## config.mk

```make
export PLATFORM = sky130hd
export DESIGN_NAME = mc_datapath
export DESIGN_NICKNAME = d
export VERILOG_FILES = /design/src/rtl/dp_pkg.sv /design/src/rtl/dp_regfile.sv /design/src/rtl/mc_datapath.sv
export SDC_FILE = /design/constraint.sdc
export NUM_CORES = 2
export LEC_CHECK = 0
export ABC_AREA = 1
export BUFFER_PORTS_ARGS = -buffer_cell sky130_fd_sc_hd__buf_2
export CAP_MARGIN = 30
export CORE_MARGIN = 1
export CORE_UTILIZATION = 50
export DETAILED_ROUTE_END_ITERATION = 6
export GPL_ROUTABILITY_DRIVEN = 0
export GPL_TIMING_DRIVEN = 1
export PLACE_DENSITY = 0.7
export SYNTH_ARGS = -nofsm -noshare
export SYNTH_HDL_FRONTEND = slang
export SYNTH_HIERARCHICAL = 1
export SYNTH_SLANG_ARGS = --single-unit
```

## constraint.sdc

```tcl
create_clock -name clk -period 91.4 [get_ports clk]
set_input_delay 13.71 -clock clk [delete_from_list [all_inputs] [get_ports clk]]
set_output_delay 13.71 -clock clk [all_outputs]
set_load 0.02 [all_outputs]
```

## src/rtl/dp_pkg.sv

```systemverilog
// Shared types and constants for the multicycle MIPS-style datapath.
// DP_MUL_EN (optional macro) enables the iterative multiplier on ALU code 1000.
package dp_pkg;

  localparam int unsigned DP_DATA_W = 32;
  localparam int unsigned DP_NREGS  = 32;

  typedef enum logic [2:0] {
    IDLE,
    DECODE,
    EXEC,
    MEM,
    WB
  } state_t;

  localparam logic [3:0] ALU_AND = 4'b0000;
  localparam logic [3:0] ALU_OR  = 4'b0001;
  localparam logic [3:0] ALU_ADD = 4'b0010;
  localparam logic [3:0] ALU_SUB = 4'b0110;
  localparam logic [3:0] ALU_SLT = 4'b0111;
  localparam logic [3:0] ALU_MUL = 4'b1000;
  localparam logic [3:0] ALU_NOR = 4'b1100;

endpackage

```

## src/rtl/dp_regfile.sv

```systemverilog
// Register file: two asynchronous read ports, one synchronous write port.
// Register 0 is hardwired to zero; the whole array clears on reset.
module dp_regfile
  import dp_pkg::*;
#(
  parameter int unsigned DATA_W = DP_DATA_W,
  parameter int unsigned NREGS  = DP_NREGS,
  parameter int unsigned AW     = $clog2(NREGS)
) (
  input  logic              clk,
  input  logic              rst,
  input  logic              i_we,
  input  logic [AW-1:0]     i_waddr,
  input  logic [DATA_W-1:0] i_wdata,
  input  logic [AW-1:0]     i_raddr_a,
  input  logic [AW-1:0]     i_raddr_b,
  output logic [DATA_W-1:0] o_rdata_a,
  output logic [DATA_W-1:0] o_rdata_b
);

  logic [DATA_W-1:0] r_regs [NREGS];

  always_ff @(posedge clk or posedge rst) begin
    if (rst) begin
      for (int unsigned i = 0; i < NREGS; i++) begin
        r_regs[i] <= '0;
      end
    end else if (i_we && (i_waddr != '0)) begin
      r_regs[i_waddr] <= i_wdata;
    end
  end

  assign o_rdata_a = (i_raddr_a == '0) ? '0 : r_regs[i_raddr_a];
  assign o_rdata_b = (i_raddr_b == '0) ? '0 : r_regs[i_raddr_b];

endmodule

```

## src/rtl/mc_datapath.sv

```systemverilog
// Multicycle datapath: IDLE -> DECODE -> EXEC -> (MEM) -> WB, one instruction in flight.
// Define DP_MUL_EN to enable the shift-add multiplier (ALU code 1000, DATA_W EXEC cycles).
module mc_datapath
  import dp_pkg::*;
#(
  parameter int unsigned DATA_W = DP_DATA_W,
  parameter int unsigned NREGS  = DP_NREGS
) (
  input  logic              clk,
  input  logic              rst,
  input  logic [31:0]       instruction,
  input  logic              in_valid,
  output logic              in_ready,
  input  logic              ALUScr,
  input  logic              RegWrite,
  input  logic              RegDst,
  input  logic              MemRead,
  input  logic              MemWrite,
  input  logic              MemtoReg,
  input  logic [3:0]        ALUControl,
  output logic              mem_req,
  output logic              mem_we,
  input  logic              mem_ack,
  input  logic [DATA_W-1:0] mem_rdata,
  output logic [DATA_W-1:0] ALUResult,
  output logic [DATA_W-1:0] w_scrB,
  output logic [DATA_W-1:0] out32,
  output logic              Zero,
  output logic              done,
  output logic              err
);

  localparam int unsigned AW = $clog2(NREGS);

  state_t            r_state;
  logic [31:0]       r_instr;
  logic              r_alusrc, r_regwrite, r_regdst;
  logic              r_memread, r_memwrite, r_memtoreg;
  logic [3:0]        r_op;
  logic [DATA_W-1:0] r_a;
  logic [DATA_W-1:0] r_ldata;

  logic [AW-1:0]     w_rs, w_rt, w_rd;
  logic [DATA_W-1:0] w_rd_a, w_rd_b, w_sext, w_opb, w_alu_res, w_wdata;
  logic              w_alu_ok, w_lt, w_exec_done, w_we;
  logic              w_unused_instr;

  assign w_rs   = r_instr[21 +: AW];
  assign w_rt   = r_instr[16 +: AW];
  assign w_rd   = r_instr[11 +: AW];
  assign w_sext = {{(DATA_W-16){r_instr[15]}}, r_instr[15:0]};
  assign w_opb  = r_alusrc ? out32 : w_scrB;
  assign w_lt   = $signed(r_a) < $signed(w_opb);
  assign w_unused_instr = ^r_instr;

  assign in_ready = (r_state == IDLE);

`ifdef DP_MUL_EN
  localparam int unsigned CW = $clog2(DATA_W);
  logic [DATA_W-1:0] r_mcand, r_mplr, r_prod, w_prod_next;
  logic [CW-1:0]     r_cnt;

  assign w_prod_next = r_prod + (r_mplr[0] ? r_mcand : '0);
  assign w_exec_done = (r_op != ALU_MUL) || (r_cnt == CW'(DATA_W - 1));
`else
  assign w_exec_done = 1'b1;
`endif

  always_comb begin
    w_alu_ok  = 1'b1;
    w_alu_res = '0;
    case (r_op)
      ALU_AND: w_alu_res = r_a & w_opb;
      ALU_OR:  w_alu_res = r_a | w_opb;
      ALU_ADD: w_alu_res = r_a + w_opb;
      ALU_SUB: w_alu_res = r_a - w_opb;
      ALU_SLT: w_alu_res = DATA_W'(w_lt);
      ALU_NOR: w_alu_res = ~(r_a | w_opb);
`ifdef DP_MUL_EN
      ALU_MUL: w_alu_res = w_prod_next;
`endif
      default: w_alu_ok = 1'b0;
    endcase
  end

  assign w_we    = (r_state == WB) && r_regwrite && !err;
  assign w_wdata = r_memtoreg ? r_ldata : ALUResult;

  dp_regfile #(
    .DATA_W (DATA_W),
    .NREGS  (NREGS),
    .AW     (AW)
  ) u_regfile (
    .clk       (clk),
    .rst       (rst),
    .i_we      (w_we),
    .i_waddr   (r_regdst ? w_rd : w_rt),
    .i_wdata   (w_wdata),
    .i_raddr_a (w_rs),
    .i_raddr_b (w_rt),
    .o_rdata_a (w_rd_a),
    .o_rdata_b (w_rd_b)
  );

  always_ff @(posedge clk or posedge rst) begin
    if (rst) begin
      r_state    <= IDLE;
      r_instr    <= '0;
      r_alusrc   <= 1'b0;
      r_regwrite <= 1'b0;
      r_regdst   <= 1'b0;
      r_memread  <= 1'b0;
      r_memwrite <= 1'b0;
      r_memtoreg <= 1'b0;
      r_op       <= '0;
      r_a        <= '0;
      r_ldata    <= '0;
      w_scrB     <= '0;
      out32      <= '0;
      ALUResult  <= '0;
      Zero       <= 1'b0;
      err        <= 1'b0;
      done       <= 1'b0;
      mem_req    <= 1'b0;
      mem_we     <= 1'b0;
`ifdef DP_MUL_EN
      r_mcand    <= '0;
      r_mplr     <= '0;
      r_prod     <= '0;
      r_cnt      <= '0;
`endif
    end else begin
      case (r_state)
        IDLE: begin
          if (in_valid) begin
            r_instr    <= instruction;
            r_alusrc   <= ALUScr;
            r_regwrite <= RegWrite;
            r_regdst   <= RegDst;
            r_memread  <= MemRead;
            r_memwrite <= MemWrite;
            r_memtoreg <= MemtoReg;
            r_op       <= ALUControl;
            err        <= 1'b0;
            r_state    <= DECODE;
          end
        end
        DECODE: begin
          r_a     <= w_rd_a;
          w_scrB  <= w_rd_b;
          out32   <= w_sext;
`ifdef DP_MUL_EN
          r_mcand <= w_rd_a;
          r_mplr  <= r_alusrc ? w_sext : w_rd_b;
          r_prod  <= '0;
          r_cnt   <= '0;
`endif
          r_state <= EXEC;
        end
        EXEC: begin
          if (!w_exec_done) begin
`ifdef DP_MUL_EN
            r_prod  <= w_prod_next;
            r_mcand <= r_mcand << 1;
            r_mplr  <= r_mplr >> 1;
            r_cnt   <= r_cnt + CW'(1);
`endif
          end else begin
            ALUResult <= w_alu_res;
            Zero      <= (w_alu_res == '0);
            err       <= !w_alu_ok;
            // Illegal ops skip the memory phase so a bad store never reaches memory.
            if (w_alu_ok && (r_memread || r_memwrite)) begin
              mem_req <= 1'b1;
              mem_we  <= r_memwrite;
              r_state <= MEM;
            end else begin
              done    <= 1'b1;
              r_state <= WB;
            end
          end
        end
        MEM: begin
          if (mem_ack) begin
            if (r_memread) r_ldata <= mem_rdata;
            mem_req <= 1'b0;
            mem_we  <= 1'b0;
            done    <= 1'b1;
            r_state <= WB;
          end
        end
        WB: begin
          done    <= 1'b0;
          r_state <= IDLE;
        end
        default: r_state <= IDLE;
      endcase
    end
  end

endmodule

```

==> impl_metrics.ini <==
[outcome]
run_status = finished with violations
violations = design-rule violations

[sta]
holdWs_ns = 0.4004
grt_setup_unrepaired = false
slew_viol_final = 0
period_minus_slack_ns = 16.64
period_share = 0.1820
maxSlewHeadroom = 0.2268
setup_viol = 0
tns_ns = 0
hold_violations = 0
layout_setup_ws_ns = 74.76
fin_skew_ns = 0.02619
worst_pin_slew_ns = 1.157
fmax_mhz = 60.11

[cells_and_area]
final_area_um2 = 77060
area_growth_pct = 8.408
multi_input_area_um2 = 35240
instances_no_fill = 11993
fillers = 13430
seq_area_um2 = 30360
drive_gt1_frac = 0.07378
num-nets-final = 10186

[synthesis]
synthCells = 10362
syn_area_per_cell_um2 = 6.860
synth_top_family_by_area = simple AND/OR/NAND/NOR gates
synth_ff_type = dfrtp_1
synth.area.top_cells = dfrtp_1 43%, nand2_1 18%, o21ai_0 9.7%
yosysSeqAreaShare = 0.4267
synth.ff_latch_count = 1212
synth-compound-area-share = 0.1398
yosys.area_share.simple = 0.3214
synth_xor_area_frac = 0.0004928
syn_area_um2 = 71090
synthMuxAreaShare = 0.01378
async_reset_ff_frac = 1.000
synth_fa_ha_area_frac = 0.01816
synth_top_area_frac = 0.4267
synth-edff-count = 0
yosysMostFrequentCell = nand2_1
yosysWarnings = 6
synthTopCellsByCount = 3,484 x nand2_1, 1,376 x o21ai_0, 1,212 x dfrtp_1, 1,131 x nand3_1, 915 x nor2_1
synth_top_area_cell = dfrtp_1
ys_types = 46
synthesis.nets = 10542

[clocking]
clkTransAtPathRegs_ns = 0.06
clock_latency_ns = 0.80
post_cts_buffers = 0
cts-root-buf = clkbuf_16
cts.sink_count = 1212
ctsHtreeMaxLevel = 4
cts_tree = done
cts_made_buffers = 134
hold_buffers = 0
cts_resized = 0
cts_buffer_depth = 3

[grt]
track_usage = 0.3789
use_met2 = 0.5472
overflow = 0
antenna_found_initial = 16
grt_pass1_wl_mm = 411.7
grt-busiest-layer = met2
grt_max_degree = 167
met1_usage = 0.4972
gr-usage-met3 = 0.1128
grt_pass1_vias = 66413

[setup_path]
crit_type = in -> async
crit_required_ns = 92.33
critPathLaunchType = input port
endpoint_kind = asynchronous set/reset pin
crit_fanout = 166
arrival_ns = 17.57

[detailed_routing]
drc = 5
avgViaCountPerCell = 6.058
postRouteAntennaNets = 0
drtPass1Iterations = 7
wirelength_mm = 276.3
vias = 72649
drt_iter0_markers = 10896
wl_per_cell_um = 23.04

[die]
die_w_um = 379.1
die_area_um2 = 143700
fp.dieH_um = 379.1
start_util = 0.5070
boundaryPins = 180
core_area_um2 = 140200
rows = 137

[flow_run]
drv_cap = 0

[placement]
pre_cts_ws_ns = 73.51
port_buffers = 173
hpwl_mm = 156.8
place_area_um2 = 72380
dp.cells = 11738

[pwr]
peakVddDrop_mv = 0.03270
total_leakage_power_uw = 0.03594
power_density_nw_per_um2 = 37.43

[worst_hold_path]
holdCritPathClass = reg -> reg
[through the flow]
step	total power [µW]	utilization
floorplan	1713	-
global placement	2223	0.5151
detailed placement	2246	0.5162
CTS	2809	0.5481
global route	3021	0.5495
finish	2884	0.5496
[report_power, final]
part | total [µW] | internal, µW | switching [µW]
sequential | 692 | 612 | 79.1
clock | 561 | 328 | 233
combinational | 1630 | 415 | 1220
total | 2880 | 1360 | 1530
[metal layers]
layer / vias up / part of all wire
li1: 32642 / -
met3: 1021 / 0.14
met4: 18 / 0.068
met1: 34053 / 0.38
met2: 4915 / 0.41
met5: - / 0.00053
[registers in the layout (all words and copies together) (netlist names)]
| name | flops |
|---|---|
| ALUResult | 32 |
| Zero | 1 |
| done | 1 |
| err | 1 |
| mem_req | 1 |
| mem_we | 1 |
| out32 | 16 |
| r_a | 32 |
| r_alusrc | 1 |
| r_instr | 26 |
| r_ldata | 32 |
| r_memread | 1 |
| r_memtoreg | 1 |
| r_memwrite | 1 |
| r_op | 4 |
| r_regdst | 1 |
| r_regwrite | 1 |
| r_state | 3 |
| u_regfile/r_regs | 1024 |
| w_scrB | 32 |
[critical path: stages]
cell and delay, ns:
buf_2 0.16, inv_8 0.55, buf_12 0.70, buf_4 0.81
buf_4 0.26, buf_16 0.29, buf_4 0.34, buf_16 0.33
[placed cells by master, fill, tap and decap left out, types with 7 or more instances in the layout]
master     count
nand2_1     3457
o21ai_0     1367
dfrtp_1     1201
nand3_1     1128
nor2_1       911
inv_1        578
a21oi_1      314
buf_2        173
clkbuf_16    139
buf_4        124
ha_1         100
mux2_2        87
o211ai_1      86
o21ai_1       77
clkbuf_1      45
nand2_2       32
clkbuf_8      28
a221oi_1      24
inv_2         21
nor2_2        20
o21bai_1      17
nor3_1        16
or2_2         16
nand4_1       15
nor2_4        11
clkinv_2      10
buf_16        10
bufinv_16      9
a21oi_2        8
buf_12         8
nand3_2        7
inv_6          7
[cell type report]
class	count	share of cell area
Multi-Input combinational cell	7725	0.4573
Sequential cell	1212	0.3939
Clock buffer	211	0.05215
Inverter	615	0.03067
Tap cell	1876	0.03046
Timing Repair Buffer	318	0.02948
Clock inverter	30	0.005796
Antenna cell	6	0.0001948
[worst paths after layout]
kind                            slack [ns]  cells after the start             startpoint               endpoint
worst max-delay path                 74.76                      8                    rst  u_regfile/r_regs[659]
worst min-delay path                  0.40                      0  u_regfile/r_regs[996]  u_regfile/r_regs[996]
worst max register to register       86.16                     12            r_instr[22]                r_a[26]
worst min register to register        0.40                      0  u_regfile/r_regs[996]  u_regfile/r_regs[996]
max in group clk                     75.82                      4             r_state[0]               in_ready
min in group asynchronous            13.11                      2                    rst  u_regfile/r_regs[528]
[cell families after synthesis]
| family | Yosys count |
|---|---|
| mux | 87 |
| compound gates | 1904 |
| flops | 1212 |
| xor+xnor | 4 |
| fa+ha+maj | 102 |
| buf+inv | 1425 |
| simple gates | 5628 |
Power figures use the tool's default switching activity.
